**config.mk**
```make
export PLATFORM = sky130hd
export DESIGN_NAME = cpu_ctrl_seq
export DESIGN_NICKNAME = d
export VERILOG_FILES = /design/src/rtl/cpu_ctrl_seq.sv
export SDC_FILE = /design/constraint.sdc
export NUM_CORES = 1
export LEC_CHECK = 0
export BUFFER_PORTS_ARGS = -buffer_cell sky130_fd_sc_hd__buf_2
export CAP_MARGIN = 0
export CORE_ASPECT_RATIO = 1.5
export CORE_MARGIN = 1
export CORE_UTILIZATION = 40
export DETAILED_ROUTE_END_ITERATION = 16
export PLACE_DENSITY = 0.64
export SYNTH_ARGS = -nofsm -noshare
export SYNTH_HDL_FRONTEND = slang
export SYNTH_SLANG_ARGS = --single-unit
```
**constraint.sdc**
```tcl
create_clock -name clk -period 2.5 [get_ports clk]
set_clock_uncertainty 0.1 [all_clocks]
set_input_delay 0.25 -clock clk [delete_from_list [all_inputs] [get_ports clk]]
set_output_delay 0.25 -clock clk [all_outputs]
set_load 0.01 [all_outputs]
```
**src/rtl/cpu_ctrl_seq.sv**
```systemverilog
// cpu_ctrl_seq: fetch/decode/execute sequencer driving the shared-bus CPU strobes
// Strobes are decoded combinationally from state and gated by rst_n so nothing fires during reset.
module cpu_ctrl_seq #(
  parameter int MEM_TIMEOUT = 15,
  parameter int CNT_W = 8
) (
  input  logic        clk,
  input  logic        rst_n,
  input  logic [15:0] ir,
  input  logic        zero_flag,
  input  logic        mem_ready,
  output logic        pc_oe,
  output logic        pcinc,
  output logic        pcload,
  output logic        ir_oe,
  output logic        mar_load,
  output logic        ir_load,
  output logic        mem_rd,
  output logic        mem_wr,
  output logic        acc_load,
  output logic        acc_oe,
  output logic [1:0]  alu_op,
  output logic        halted,
  output logic        fault,
  output logic        illegal,
  output logic [2:0]  state_dbg
);
  typedef enum logic [2:0] {
    FETCH0 = 3'd0,
    FETCH1 = 3'd1,
    DECODE = 3'd2,
    EXEC0  = 3'd3,
    EXEC1  = 3'd4,
    HALT   = 3'd5
  } state_t;

  state_t state;
  logic [CNT_W-1:0] cnt;
  logic [3:0] op;
  logic is_sta, is_mem, take, wait_st, expire, ex1;

  assign op      = ir[15:12];
  assign is_sta  = op == 4'h2;
  assign is_mem  = op inside {[4'h1:4'h4]};
  assign take    = op == 4'h5 || (op == 4'h6 && zero_flag) || (op == 4'h7 && !zero_flag);
  assign wait_st = state == FETCH1 || state == EXEC1;
  assign expire  = wait_st && !mem_ready && cnt == CNT_W'(MEM_TIMEOUT - 1);
  assign ex1     = rst_n && state == EXEC1;

  assign pc_oe     = rst_n && state == FETCH0;
  assign mar_load  = rst_n && (state == FETCH0 || state == EXEC0);
  assign ir_load   = rst_n && state == FETCH1 && mem_ready;
  assign pcinc     = ir_load;
  assign pcload    = rst_n && state == DECODE && take;
  assign ir_oe     = pcload || (rst_n && state == EXEC0);
  assign mem_rd    = (rst_n && state == FETCH1) || (ex1 && !is_sta);
  assign mem_wr    = ex1 && is_sta;
  assign acc_oe    = mem_wr;
  assign acc_load  = ex1 && !is_sta && mem_ready;
  assign alu_op    = !ex1 ? 2'b00 : op == 4'h3 ? 2'b01 : op == 4'h4 ? 2'b10 : 2'b00;
  assign halted    = rst_n && state == HALT;
  assign illegal   = rst_n && state == DECODE && op inside {[4'h8:4'hE]};
  assign state_dbg = state;

  always_ff @(posedge clk or negedge rst_n) begin
    if (!rst_n) begin
      state <= FETCH0;
      cnt   <= '0;
      fault <= 1'b0;
    end else begin
      case (state)
        FETCH0: state <= FETCH1;
        FETCH1, EXEC1:
          if (mem_ready) begin
            state <= state == FETCH1 ? DECODE : FETCH0;
            cnt   <= '0;
          end else if (expire) begin
            state <= HALT;
            fault <= 1'b1;
            cnt   <= '0;
          end else begin
            cnt <= cnt + 1'b1;
          end
        DECODE: state <= op == 4'hF ? HALT : is_mem ? EXEC0 : FETCH0;
        EXEC0:  state <= EXEC1;
        HALT:   state <= HALT;
        default: state <= FETCH0;
      endcase
    end
  end
endmodule

```
After elaboration in Yosys (flattened, before gate mapping)
Index checks and enable logic that the tools add are counted.
Word-level totals
  input port bits: 20
  output and inout bits: 18
  bits in registers: 12
  word-level logic and storage cells: 65
Operators by class
  muxes and demuxes: 11
  reduce and logical (&&, ||, !) cells: 31
  add/subtract/negate cells: 1
  $lt $le $gt $ge: 4
  eq/ne operators: 14
  bitwise gates (word level): 1
Operators by type and width (count)
  $logic_and 1x1->1: 19
  $eq 4x3->1 const B: 4
  $mux 8: 2
  $pmux 3 s5: 1
  $mux 2: 5
  $mux 3: 3
  $add 8x1->8 const B: 1
  $eq 4x2->1 const B: 2
  $eq 8x4->1 const B: 1
  $eq 3x2->1 const B: 2
  $eq 3x3->1 const B: 2
  $logic_or 1x1->1: 6
  $eq 4x4->1 const B: 1
  $ge 4x1->1 const B: 1
  $ge 4x4->1 const B: 1
  $le 4x3->1 const B: 1
  $le 4x4->1 const B: 1
  $eq 3x1->1 const B: 1
  $logic_not 1->1: 3
  $logic_not 3->1: 1
  $ne 3x3->1 const B: 1
  $reduce_and 3->1: 1
  $reduce_or 2->1: 1
  $not 1->1: 1

Depth between registers and ports, before layout
  depth after elaboration: 7
  mapped depth: 7
  gate-level depth less buffers: 6

Worst setup path after synthesis
OpenSTA, ideal clock, no wires.
  path type: register to register
  from: register cnt[0]
  to: register cnt[3]
  arrival time: 1560 ps
  stages on the path, launching flop included: 8
  buffers on the path: 1
  data required time: 2279 ps
  path slack: 719 ps
  cells stage by stage: dfrtp_1 -> inv_1 -> ha_1 -> nand4b_1 -> or4_1 -> buf_2 -> a31o_1 -> a22o_1
Between the ends
  word-level cells in the longest chain between the ends: 4
Ends and longest elaborated chain
  start: declaration: line 38  | logic [CNT_W-1:0] cnt;
  start signal: assignment: line 82  | cnt <= cnt + 1'b1;
  parallel branches: the longest is 2 deep, another holds $add 8x1->8
  $mux 8 (*): line 77  | end else if (expire) begin
  $mux 8 (*): line 74  | if (mem_ready) begin
Every way passes the cells marked *.
A chain may end at the register's enable or synchronous reset.

Worst setup path in the final report
  from: input rst_n
  to: output alu_op[0]
Between the ends
  word-level cells in the longest chain between the ends: 2
Ends and longest elaborated chain
  start: declaration: line 8  | input logic rst_n,
  $logic_and 1x1->1: line 48  | assign ex1 = rst_n && state == EXEC1;
  $mux 2: line 60  | assign alu_op = !ex1 ? 2'b00 : op == 4'h3 ? 2'b01 : op == 4'h4 ? 2'b10 : 2'b00;
  end: declaration: line 22  | output logic [1:0] alu_op,
Every way passes these cells.

==> impl_metrics.tcl <==
set metrics [dict create \
    grt_max_degree 16 \
    seq_area_frac_synth_pct 30.89 \
    postCtsHoldBufs 1 \
    rsz0062_at_grt "no" \
    layout_common_cells "buf_2 (25), nor2_1 (14), nand2_1 (13)" \
    post-cts-setup-buffers 0 \
    yosysWarningCount 0 \
    nets 163 \
    numCtsBuffers 3 \
    drc 0 \
    drt_first_pass_iters 4 \
    synth.avg_cell_area_sq_um 8.102 \
    insertedDiodeCount 0 \
    cts_tree "built" \
    period_needed_ns 2.087 \
    antenna_found_initial 0 \
    r2r-start "cnt[0]$_DFFE_PN0N_" \
    ys_ff_latch 12 \
    setup_viol_count_final 0 \
    vias 965 \
    routed_wirelength_microns 2255 \
    worstSetupStartpointType "input pin" \
    place_area_sq_um 1057 \
    vdd_drop_max_uv 501.4 \
    worstReg2RegEnd "cnt[3]$_DFFE_PN0N_" \
    insertion_delay_ns 0.26 \
    clockBufferDepth 2 \
    clkTransAtPathRegs_ns 0.07 \
    die_y_microns 62.38 \
    cp_max_fo 15 \
    start_util_pct 43.02 \
    tns_ns 0 \
    timing.fmax_ghz 0.4791 \
    grt_pass1_wl_microns 3898 \
    hpwl_microns 1745 \
    cts-root-buf "clkbuf_4" \
    die-area_sq_um 2636 \
    final_common_cell "buf_2" \
    port_buffers 25 \
    dieWidth_microns 42.25 \
    io_pins 38 \
    timing_worst_setup_path_type "input pin to primary output" \
    rows 21 \
    cts_resized 0 \
    drive_gt1_share_pct 26.62 \
    wl_per_cell_microns 13.92 \
    slew_violations 0 \
    synth_flop_cell "dfrtp_1" \
    clock_sinks 12 \
    startpoint "rst_n" \
    hp-class "input pin to asynchronous set/reset pin" \
    post-route-period-util_pct 83.48 \
    grt_pass1_vias 928 \
    place.gp.congestion 0.8189 \
    synth_area_sq_um 972.2 \
    p_total_mw 0.9388 \
    syn_inst 120 \
    critical_path_required_ns 2.15 \
    worstPathArrival_ns 1.74 \
    core_area_sq_um 2260 \
    timing_worst_slew_pin_value_ns 0.5007 \
    utilization_pct 48.23 \
    antenna_left 0 \
    worst_r2r_path_depth 6 \
    detail_route.vias_per_cell 5.957 \
    area_growth_pct 12.10 \
    dp_cells 158 \
    synth_cell_types 44 \
    drt_iter0_drc 12 \
    endpoint_kind "primary output" \
    syn_nets 142 \
    rrSetupSlack_ns 0.55 \
    leakage_nw 0.5328 \
    cap_viol_max_count 0 \
    stdcell_area_sq_um 1090 \
    h-tree-depth 1 \
    relSlewSlack_pct 66.62 \
    outcome "completed" \
    final_cells 162 \
    synth_edf_count 0 \
    grt_use_total_pct 18.49 \
    cp-endpoint "alu_op[0]" \
    hold_viol 0 \
    overflow 0 \
    power_density_nw_per_um2 861.5 \
    async_flop_share_pct 100.0 \
]
-- layer usage --
metal | wire, microns | global-route usage [%] | vias to the layer above | share of wire (%)
li1 | - | - | 477 | -
met1 | 900 | 19.93 | 452 | 40
met2 | 1232 | 34.81 | 31 | 55
met3 | 68 | 2.601 | 5 | 3.0
met4 | 53 | 7.031 | 0 | 2.4
met5 | 0 | 0 | - | 0
-- worst max-delay path, cell delays in order --
cell	delay (ns)
dlygate4sd3_1	0.52
buf_2	0.31
nand3_1	0.21
nor4_1	0.27
buf_2	0.18
-- through the flow --
stage          hold WS [ns]  worst slack, ns
6_report             0.3096           0.4129
5_1_grt              0.3296           0.2405
4_1_cts              0.3229           0.3682
3_5_place_dp        0.06693           0.5629
3_3_place_gp        0.06998           0.5611
2_1_floorplan       -0.1456           0.7187
-- worst min path at each step --
stage	startpoint	endpoint	slack (ns)	depth (start not counted)
3_3_place_gp	rst_n	cnt[3]$_DFFE_PN0N_	0.07	1
4_1_cts	rst_n	cnt[3]$_DFFE_PN0N_	0.32	2
6_report	rst_n	cnt[3]$_DFFE_PN0N_	0.31	2
3_5_place_dp	rst_n	cnt[3]$_DFFE_PN0N_	0.07	1
5_1_grt	rst_n	cnt[3]$_DFFE_PN0N_	0.33	2
2_1_floorplan	rst_n	cnt[0]$_DFFE_PN0N_	-0.15	0
-- flip-flops by register name, summed over array words and instances, names as in the netlist --
register / flops
cnt: 8
fault: 1
state_dbg: 3
-- cell families after synthesis --
logic type      after synthesis  share of synthesized area, %
flops                        12                         30.89
buf+inv                      17                         10.17
fa+ha+maj                     2                         2.574
simple gates                 61                         34.11
xor+xnor                      2                         1.802
compound gates               25                         19.43
mux                           1                         1.030
-- synthesized netlist by cell type (2+ instances only) --
| cell | n | area [sq um] |
|---|---|---|
| nor2_1 | 14 | 52.55 |
| nand2_1 | 13 | 48.80 |
| dfrtp_1 | 12 | 300.3 |
| nand3_1 | 8 | 40.04 |
| nor3_1 | 8 | 40.04 |
| inv_1 | 6 | 22.52 |
| a31oi_1 | 4 | 25.02 |
| buf_2 | 4 | 20.02 |
| buf_4 | 4 | 30.03 |
| o21ai_0 | 4 | 20.02 |
| a21oi_1 | 3 | 15.01 |
| a211oi_1 | 2 | 15.01 |
| a22o_1 | 2 | 17.52 |
| buf_6 | 2 | 22.52 |
| ha_1 | 2 | 25.02 |
| nor4_1 | 2 | 12.51 |
| o31ai_1 | 2 | 15.01 |
| xnor2_1 | 2 | 17.52 |
-- power breakdown --
part	switching, mW	internal (mW)	leakage, nW
logic	0.292	0.203	0.360
registers	0.0938	0.235	0.159
clock network	0.0598	0.0555	0.0138
-- final cells by class --
type	count	area, sq um
fillers	240	1170
multi-input cells	91	573.1
flip-flops and latches	12	300.3
repair buffers	27	142.6
well taps	23	28.78
clock buffers	3	22.52
inverters	6	22.52
Note: power is estimated with default switching activity, not from simulation.
